<file path="config.mk">
export PLATFORM = sky130hd
export DESIGN_NAME = bcd_time_counter
export DESIGN_NICKNAME = d
export VERILOG_FILES = /design/src/rtl/crono_pkg.sv /design/src/rtl/bcd_digit.sv /design/src/rtl/bcd_time_counter.sv
export SDC_FILE = /design/constraint.sdc
export NUM_CORES = 1
export LEC_CHECK = 0
export CORE_MARGIN = 2
export CORE_UTILIZATION = 51
export DETAILED_ROUTE_END_ITERATION = 7
export PLACE_DENSITY = 0.84
export SYNTH_ARGS = -nofsm -noshare
export SYNTH_HDL_FRONTEND = slang
export SYNTH_SLANG_ARGS = --single-unit
</file>
<file path="constraint.sdc">
create_clock -name clk -period 5.7 [get_ports clk]
set_clock_uncertainty 0.1 [all_clocks]
set_input_delay 0.855 -clock clk [delete_from_list [all_inputs] [get_ports clk]]
set_output_delay 0.855 -clock clk [all_outputs]
set_load 0.02 [all_outputs]
</file>
<file path="src/rtl/crono_pkg.sv">
// Shared definitions for the BCD time-counter family.
// Contents:
//   bcd_t      - 4-bit BCD digit
//   BCD_MAX    - largest legal BCD digit (9)
//   MOD_SEC, MOD_MIN, MOD_HOUR - common count moduli
//   bcd_value  - numeric value of a two-digit BCD pair (digits may be illegal)
package crono_pkg;

  typedef logic [3:0] bcd_t;

  localparam bcd_t BCD_MAX  = 4'd9;
  localparam int   MOD_SEC  = 60;
  localparam int   MOD_MIN  = 60;
  localparam int   MOD_HOUR = 24;

  // 8 bits so that an illegal pair such as FF (165) does not overflow.
  function automatic logic [7:0] bcd_value(input bcd_t hi, input bcd_t lo);
    return 8'(hi) * 8'd10 + 8'(lo);
  endfunction

endpackage

</file>
<file path="src/rtl/bcd_digit.sv">
// One BCD decade: registered digit with increment/decrement and wrap.
// Ports:
//   clk, reset    - clock, synchronous active-low reset
//   load/load_val - synchronous preset (takes priority over step)
//   step          - advance one position this cycle
//   up            - 1 = increment, 0 = decrement
//   limit         - highest value of this digit for the current count;
//                   counting up past it wraps to 0, counting down from 0
//                   wraps to it
//   digit         - current digit value
//   wrap_out      - combinational: this cycle's step wraps the digit
module bcd_digit
  import crono_pkg::*;
(
  input  logic clk,
  input  logic reset,
  input  logic load,
  input  bcd_t load_val,
  input  logic step,
  input  logic up,
  input  bcd_t limit,
  output bcd_t digit,
  output logic wrap_out
);

  assign wrap_out = step && (up ? (digit == limit) : (digit == 4'd0));

  always_ff @(posedge clk) begin
    if (!reset) begin
      digit <= '0;
    end else if (load) begin
      digit <= load_val;
    end else if (step) begin
      if (wrap_out)
        digit <= up ? 4'd0 : limit;
      else
        digit <= up ? digit + 4'd1 : digit - 4'd1;
    end
  end

endmodule

</file>
<file path="src/rtl/bcd_time_counter.sv">
// Two-digit BCD up/down counter with programmable modulus, validated
// preset, wrap pulse and optional lap capture.
// Parameter: MODULUS (2..100), count runs 0 .. MODULUS-1.
// Ports:
//   clk, reset            - clock, synchronous active-low reset
//   tick_en, count_up     - step qualifier and direction
//   load, load_low/high   - preset strobe and BCD preset digits
//   cnt_low/high          - current BCD value
//   carry                 - one-cycle pulse when the wrapped value appears
//   load_err              - one-cycle pulse when a preset is rejected
//   lap_req, lap_low/high - lap capture strobe and captured value
// Build option: define CRONO_LAP_EN to implement the lap registers;
// otherwise lap outputs are tied to 0 and lap_req is ignored.
module bcd_time_counter
  import crono_pkg::*;
#(
  parameter int MODULUS = 60
) (
  input  logic clk,
  input  logic reset,
  input  logic tick_en,
  input  logic count_up,
  input  logic load,
  input  bcd_t load_low,
  input  bcd_t load_high,
  output bcd_t cnt_low,
  output bcd_t cnt_high,
  output logic carry,
  output logic load_err,
  input  logic lap_req,
  output bcd_t lap_low,
  output bcd_t lap_high
);

  // Terminal value MODULUS-1 split into tens/units digits.
  localparam int   TERM    = MODULUS - 1;
  localparam bcd_t TERM_HI = bcd_t'(TERM / 10);
  localparam bcd_t TERM_LO = bcd_t'(TERM % 10);

  logic legal;
  logic load_ok;
  logic step_units;
  logic units_wrap;
  logic tens_wrap;
  bcd_t units_limit;

  assign legal = (load_low <= BCD_MAX) && (load_high <= BCD_MAX) &&
                 (bcd_value(load_high, load_low) < 8'(MODULUS));
  assign load_ok    = load && legal;
  // Any load attempt, accepted or not, suppresses the tick.
  assign step_units = tick_en && !load;

  // The units ceiling is TERM_LO only when the tens digit is (or is about
  // to become) TERM_HI: counting up at tens==TERM_HI, or counting down
  // from tens==0 where the tens digit wraps to TERM_HI.
  always_comb begin
    units_limit = BCD_MAX;
    if (count_up ? (cnt_high == TERM_HI) : (cnt_high == 4'd0))
      units_limit = TERM_LO;
  end

  bcd_digit u_units (
    .clk      (clk),
    .reset    (reset),
    .load     (load_ok),
    .load_val (load_low),
    .step     (step_units),
    .up       (count_up),
    .limit    (units_limit),
    .digit    (cnt_low),
    .wrap_out (units_wrap)
  );

  bcd_digit u_tens (
    .clk      (clk),
    .reset    (reset),
    .load     (load_ok),
    .load_val (load_high),
    .step     (units_wrap),
    .up       (count_up),
    .limit    (TERM_HI),
    .digit    (cnt_high),
    .wrap_out (tens_wrap)
  );

  // Status pulses registered alongside the digits.
  always_ff @(posedge clk) begin
    if (!reset) begin
      carry    <= 1'b0;
      load_err <= 1'b0;
    end else begin
      carry    <= units_wrap && tens_wrap;
      load_err <= load && !legal;
    end
  end

`ifdef CRONO_LAP_EN
  always_ff @(posedge clk) begin
    if (!reset) begin
      lap_low  <= '0;
      lap_high <= '0;
    end else if (lap_req) begin
      lap_low  <= cnt_low;
      lap_high <= cnt_high;
    end
  end
`else
  logic lap_req_unused;
  assign lap_req_unused = lap_req;
  assign lap_low        = '0;
  assign lap_high       = '0;
`endif

endmodule

</file>
==> parameters.txt <==
Parameter                              Value

Global routing
  Number of global-route vias before repair    925
  Largest net degree at the start of global routing    11
  First-pass GRT wire length    4040 microns
  Remaining Overflow, GRT    0
  Total global routing track utilization    20.7%
  Antenna violations before repair    0

Routing
  Detailed-route via count    1,027
  Total routed wirelength    2540 microns
  Average routed wire per standard cell    13.7 microns
  Post-detailed-route count of antenna-violating nets    0
  Number of DRC violations after detailed routing    0
  Drt first-iter violations    22
  Detailed-route vias per instance    5.55
  Detailed Routing Iterations Pass 1    4

Critical path
  Critical-path top delay cell    sky130_fd_sc_hd__clkdlybuf4s50_1
  Highest cell delay on the worst timing path    0.66 ns
  Crit path cell chain    clkdlybuf4s50_1 -> ha_1 -> ha_1 -> fa_1 -> and2_1 -> o21a_1 -> o211a_1 -> nor4_4 -> and2_1 -> mux2i_1
  Worst Setup EP    u_units.digit[1]$_SDFFE_PN0P_
  Worst R2R End    u_tens.digit[1]$_SDFFE_PN0P_
  Worst path required time    5.81 ns
  Critical Path Fanout Max    8
  CP bufs+invs    1
  Beginning of the worst register-to-register path    u_tens.digit[1]$_SDFFE_PN0P_
  Worst Path Arrival    4.11 ns
  Type of element launching the critical path    input port
  Worst Reg-to-Reg Cells    6
  Crit path launch    load_high[3]
  Top cell family by delay on the critical path    simple AND/OR/NAND/NOR gates
  Element type at the critical path end    flop
  Levels on crit path    10
  Reg-to-reg slack, setup    3.67 ns
  Type of the worst setup path    input port to flop

Clock tree
  Clk Latency, worst-skew pair    0.27 ns
  Master cell of the clock root buffer    sky130_fd_sc_hd__clkbuf_4
  CTS Buffer Depth    2
  Number of buffers inserted during clock tree synthesis    3
  Buffer count from post-CTS setup fixing    0
  Sink count of the clock tree    10
  H-Tree Depth    1
  CTS Hold Buffers Added    0
  CTS tree    done
  Clock transition at the registers of the reported paths    0.07 ns
  Post-CTS resize count    0

Power
  Power density of the placed cells    217 mW/mm^2
  Reported leakage power    0.000580 uW
  Maximum vdd ir drop    164 uV

Synth
  Avg Cell Area, Syn    8.51 sq um
  Post-synth EDFFs    0
  Share of synthesized area occupied by flip-flops and latches    17.6%
  Portion of synthesized cell area occupied by the leading cell type    17.6%
  Post-synthesis sequential element count    10
  Yosys cell types    45
  Post-synth top cells    sky130_fd_sc_hd__dfxtp_1 (10), sky130_fd_sc_hd__ha_1 (10), sky130_fd_sc_hd__inv_1 (9), sky130_fd_sc_hd__nand2_1 (9), sky130_fd_sc_hd__buf_4 (8)
  Post-synth top area cell    sky130_fd_sc_hd__dfxtp_1
  Number of warnings reported in the yosys synthesis log    0
  Most area-consuming cells after synthesis    sky130_fd_sc_hd__dfxtp_1 (18%), sky130_fd_sc_hd__ha_1 (11%), sky130_fd_sc_hd__fa_1 (7.0%)
  Area of the mapped netlist    0.00114 sq mm
  Number of instances in the synthesized netlist    134
  Main flop type after synthesis    sky130_fd_sc_hd__dfxtp_1
  Ys async rst share    0%

Place
  GP Congestion    0.833
  IO Port Bufs    22
  Area post-placement    0.00135 sq mm
  Minimum setup slack after placement    1.44 ns
  HPWL reported at the end of detailed placement    2110 microns

Floorplan
  Width of the die    51.3 microns
  Height of the die    51.3 microns
  Number of cell rows    17
  IO Pins    32
  CORE AREA    0.00217 sq mm
  Die Footprint    0.00263 sq mm
  Initial core utilization    52.5%

STA
  Max frequency    0.250 GHz
  Period utilization    70.3%
  Final critical-path required period    4.01 ns
  Slack of the critical path    1.69 ns
  Setup Total Neg Slack    0 ns
  Max-slew violations    0
  Final setup viols    0
  Hold slack final    0.467 ns
  Final number of hold-violating endpoints    0
  Unrepaired setup endpoints after global routing    false

Hold path
  Worst Hold Class    flop to flop
  Hold Path Stages    2

Final layout
  Utilization after layout    63.7%
  Synth-to-layout area growth    21.3%
  Post-route design area    0.00138 sq mm
  Share of layout cells above drive strength 1    9.55%
  Final-stage net count    186
  Antenna diodes    0

Job
  Max-Cap Viols    0

Outcome
  Run status    complete, no violations
-- how the worst min path moves through the flow --
stage                                          to                          start  slack, ns
CTS                 u_units.digit[3]$_SDFFE_PN0P_  u_units.digit[3]$_SDFFE_PN0P_       0.47
global route        u_units.digit[3]$_SDFFE_PN0P_  u_units.digit[3]$_SDFFE_PN0P_       0.52
finish              u_units.digit[3]$_SDFFE_PN0P_  u_units.digit[3]$_SDFFE_PN0P_       0.47
global placement    u_units.digit[3]$_SDFFE_PN0P_  u_units.digit[3]$_SDFFE_PN0P_       0.45
floorplan           u_units.digit[3]$_SDFFE_PN0P_  u_units.digit[3]$_SDFFE_PN0P_       0.50
detailed placement  u_units.digit[3]$_SDFFE_PN0P_  u_units.digit[3]$_SDFFE_PN0P_       0.46
-- cell usage in the layout (no fill, tap or decap), drive strengths merged, types with 2 or more instances in the layout --
master	n
clkdlybuf4s50	22
ha	10
dfxtp	10
nand2	10
inv	9
conb	8
nor2	8
o21ai	8
nand3	6
a21oi	5
nand4	4
mux2i	4
fa	4
nor2b	4
a211oi	4
clkbuf	4
or3	3
and2	3
nor3	3
and3	3
xnor2	3
nor4	3
xor2	3
o31ai	3
nor4b	2
-- cell type report --
| class | instances | area [sq um] |
|---|---|---|
| flip-flops and latches | 10 | 200 |
| clock buffers | 4 | 36.3 |
| multi-input cells | 112 | 857 |
| repair buffers | 22 | 220 |
| fillers | 191 | 787 |
| inverters | 9 | 33.8 |
| well taps | 28 | 35.0 |
-- per-layer routing --
metal  part of all wire [%]  global-route usage [%]  up-vias
met5                      0                       0        -
met4                   0.43                    6.58        0
met3                    3.4                    4.09        2
met2                     53                    39.8       24
met1                     43                    22.3      481
li1                       -                       -      520
-- sequential cells by signal, summed over array words and instances, names as in the netlist --
register and flops:
u_tens.digit 4, carry 1, u_units.digit 4, load_err 1
-- power breakdown --
| part | total (uW) | internal (uW) | switching, uW | leakage (uW) |
|---|---|---|---|---|
| sequential | 89.3 | 77.8 | 11.6 | 0.0000820 |
| clock | 65.8 | 38.8 | 26.9 | 0.0000210 |
| combinational | 145 | 64.8 | 80.0 | 0.000477 |
-- per-stage QoR --
step                      power [uW]  cells
after CTS                        300    185
after global routing             323    185
after global placement           228    181
final                            300    185
after floorplan                  194    141
after detailed placement         235    181
-- tightest hold or removal path: stages, from the launching register on --
cell,delay (ns)
sky130_fd_sc_hd__dfxtp_1,0.36
sky130_fd_sc_hd__nand3_1,0.08
sky130_fd_sc_hd__o211ai_1,0.07
-- cell families after synthesis --
kind of cell | after synthesis | share of synthesized area [%]
DFF | 10 | 17.6
and+or+nand+nor | 50 | 25.5
other | 1 | 0.329
muxes | 4 | 3.51
xor gates and xnor gates | 6 | 5.27
adders and majority gates | 14 | 18.0
AOI/OAI and AO/OA | 30 | 20.3
buffers and inverters | 19 | 9.55
Power figures use the tool's default switching activity.
==> edit, RTL diff (config.mk and constraints unchanged) <==
Register the inputs `tick_en`, `count_up`, `load`, `load_low` and `load_high` before use. The logic sees them one clock later. The other inputs are not delayed to match.
--- a/src/rtl/bcd_time_counter.sv
+++ b/src/rtl/bcd_time_counter.sv
@@ -38,4 +38,18 @@
   localparam bcd_t TERM_LO = bcd_t'(TERM % 10);
 
+  logic tick_en_q;
+  logic count_up_q;
+  logic load_q;
+  bcd_t load_low_q;
+  bcd_t load_high_q;
+
+  always_ff @(posedge clk) begin
+    tick_en_q   <= tick_en;
+    count_up_q  <= count_up;
+    load_q      <= load;
+    load_low_q  <= load_low;
+    load_high_q <= load_high;
+  end
+
   logic legal;
   logic load_ok;
@@ -45,9 +59,9 @@
   bcd_t units_limit;
 
-  assign legal = (load_low <= BCD_MAX) && (load_high <= BCD_MAX) &&
-                 (bcd_value(load_high, load_low) < 8'(MODULUS));
-  assign load_ok    = load && legal;
+  assign legal = (load_low_q <= BCD_MAX) && (load_high_q <= BCD_MAX) &&
+                 (bcd_value(load_high_q, load_low_q) < 8'(MODULUS));
+  assign load_ok    = load_q && legal;
   // Any load attempt, accepted or not, suppresses the tick.
-  assign step_units = tick_en && !load;
+  assign step_units = tick_en_q && !load_q;
 
   // The units ceiling is TERM_LO only when the tens digit is (or is about
@@ -56,5 +70,5 @@
   always_comb begin
     units_limit = BCD_MAX;
-    if (count_up ? (cnt_high == TERM_HI) : (cnt_high == 4'd0))
+    if (count_up_q ? (cnt_high == TERM_HI) : (cnt_high == 4'd0))
       units_limit = TERM_LO;
   end
@@ -64,7 +78,7 @@
     .reset    (reset),
     .load     (load_ok),
-    .load_val (load_low),
+    .load_val (load_low_q),
     .step     (step_units),
-    .up       (count_up),
+    .up       (count_up_q),
     .limit    (units_limit),
     .digit    (cnt_low),
@@ -76,7 +90,7 @@
     .reset    (reset),
     .load     (load_ok),
-    .load_val (load_high),
+    .load_val (load_high_q),
     .step     (units_wrap),
-    .up       (count_up),
+    .up       (count_up_q),
     .limit    (TERM_HI),
     .digit    (cnt_high),
@@ -91,5 +105,5 @@
     end else begin
       carry    <= units_wrap && tens_wrap;
-      load_err <= load && !legal;
+      load_err <= load_q && !legal;
     end
   end
Behaviour: not the same (Yosys sat finds a counterexample within 4 cycles, from zero or initial values and one cycle with reset low).
==> edit against the unedited design <==
Final area increased by 14%. Worst setup slack improved by 670 ps. Wire length increased by 10%. Register-to-register slack got worse by 1300 ps. Sequential cell count increased by 11. Synthesized area increased by 18%. Critical path depth decreased by 1. First-iteration DRC count increased by 82%. Total power increased by 30%. Synthesized cell count increased by 6.7%. Non-clock buffer count unchanged. Global-route usage decreased by 0.55 points.
==> edit: results (changes against the unedited design) <==
The instance area after placement was 0.001548 mm2 (was 0.001346 mm2); the post-placement setup slack was 2417 ps (was 1443 ps). The flow ran to the end, and the final reports show no timing, DRC or antenna violations. The share of the yosys chip area belonging to registers was 0.3128 (was 0.1756); the detailed placer's ending HPWL was 2.210 mm (was 2.109 mm). The CTS clock-pin slew for the worst setup and hold paths was 120 ps (was 70 ps); the ratio of routed vias to standard cells was 5.800 (was 5.551).

Area contributors post-synth: sky130_fd_sc_hd__dfxtp_1 (31%), sky130_fd_sc_hd__ha_1 (9.3%), sky130_fd_sc_hd__fa_1 (6.0%) (was sky130_fd_sc_hd__dfxtp_1 (18%), sky130_fd_sc_hd__ha_1 (11%), sky130_fd_sc_hd__fa_1 (7.0%)). The global-route wire length before repair is 4.995 mm (was 4.036 mm). The logs give 2.792 mm (was 2.536 mm) for the final routed wirelength across all metal layers and 0.2014 (was 0.2069) for the overall fraction of global-route tracks in use. The share of post-route cells with drive strength above 1 works out to 0.05455 (was 0.09554). The tools report the data arrival at the endpoint of the critical path as 3460 ps (was 4110 ps). The total number of nets in the final design was 194 (was 186). The longest individual stage delay on the worst path is 490 ps (was 660 ps), and the leakage dissipation is 0.6485 nW (was 0.5797 nW). The number of distinct library cells after synthesis was 44 (was 45). For the initial detailed-routing violation count, the log shows 40 (was 22). The run gives 0.1538 mV (was 0.1639 mV) as the maximum resistive drop on vdd.

The run gives 310 ps (was 270 ps) as the clock latency of the later-clocked register in the worst-skew pair. For the final RePlAce weighted congestion, the log shows 0.8157 (was 0.8332). The number of global-route vias before repair came out at 1169 (was 925).

The slowest cell on the critical path was sky130_fd_sc_hd__dfxtp_1 (was sky130_fd_sc_hd__clkdlybuf4s50_1). The primary flip-flop cell chosen by synthesis mapping was sky130_fd_sc_hd__dfxtp_1 (unchanged). Most frequent cells after synthesis: sky130_fd_sc_hd__dfxtp_1 (21), sky130_fd_sc_hd__ha_1 (10), sky130_fd_sc_hd__a21oi_1 (9), sky130_fd_sc_hd__inv_1 (9), sky130_fd_sc_hd__buf_4 (8) (was sky130_fd_sc_hd__dfxtp_1 (10), sky130_fd_sc_hd__ha_1 (10), sky130_fd_sc_hd__inv_1 (9), sky130_fd_sc_hd__nand2_1 (9), sky130_fd_sc_hd__buf_4 (8)). The critical path's top delay family is simple AND/OR/NAND/NOR gates (unchanged). The count of antenna-violating nets left after detailed routing was 0 (unchanged).
edit: changes by cell type after synthesis, moves of 3 or more:
cell / unedited run / this run
sky130_fd_sc_hd__nand3_1: 6 / 2
sky130_fd_sc_hd__and3_1: 3 / 0
sky130_fd_sc_hd__a211oi_1: 1 / 4
sky130_fd_sc_hd__o31ai_1: 1 / 5
sky130_fd_sc_hd__a211oi_2: 3 / 0
sky130_fd_sc_hd__a21oi_1: 5 / 9
sky130_fd_sc_hd__dfxtp_1: 10 / 21
sky130_fd_sc_hd__mux2i_1: 4 / 0
edit: layer usage:
layer	routed length, um	part of all wire	global-route usage	vias up
met3	165	0.059	0.02810	7
met2	1426	0.51	0.3469	49
met4	61	0.022	0.1045	0
li1	-	-	-	551
met5	0	0	0	-
met1	1138	0.41	0.2416	524
edit: power breakdown:
| part | switching (mW) | leakage (nW) | total, mW | internal (mW) |
|---|---|---|---|---|
| Clock | 0.0469 | 0.0150 | 0.0743 | 0.0274 |
| Sequential | 0.0168 | 0.175 | 0.176 | 0.159 |
| Combinational | 0.0752 | 0.459 | 0.141 | 0.0657 |
| Total | 0.139 | 0.649 | 0.391 | 0.252 |
edit: worst min-delay path, delay by kind of cell, from the launching register on:
family          cells  cell delay [ps]
buf+inv             1               40
flops               1              320
compound gates      1               60
edit: final cells by class:
cell class                      count  area [um2]
Clock buffer                        4       26.28
Fill cell                         215       903.4
Inverter                            9       33.78
Multi-Input combinational cell    109       835.8
Sequential cell                    21       420.4
Tap cell                           30       37.54
Timing Repair Buffer               22       220.2
edit: final timing paths:
| kind | startpoint | endpoint | slack, ps | depth (start not counted) |
|---|---|---|---|---|
| worst min register to register | load_low_q[0]$_DFF_P_ | u_units.digit[0]$_SDFFE_PN0P_ | 360 | 2 |
| worst max register to register | load_high_q[3]$_DFF_P_ | u_units.digit[1]$_SDFFE_PN0P_ | 2360 | 9 |
| worst max-delay path | load_high_q[3]$_DFF_P_ | u_units.digit[1]$_SDFFE_PN0P_ | 2360 | 9 |
| worst min-delay path | load_low_q[0]$_DFF_P_ | u_units.digit[0]$_SDFFE_PN0P_ | 360 | 2 |
edit: metrics by stage:
stage	util	cells
2_1_floorplan	-	150
3_3_place_gp	0.6247	191
3_5_place_dp	0.6247	191
4_1_cts	0.6354	195
5_1_grt	0.6354	195
6_report	0.6354	195
edit: cell families after synthesis:
family                     count (synthesis)  synth area share
AOI/OAI and AO/OA                         40            0.2123
xor gates and xnor gates                   7           0.04562
adders and majority gates                 14            0.1527
buffers and inverters                     20           0.08472
DFF                                       21            0.3128
muxes                                      1           0.01117
other                                      1          0.002791
and+or+nand+nor                           39            0.1779
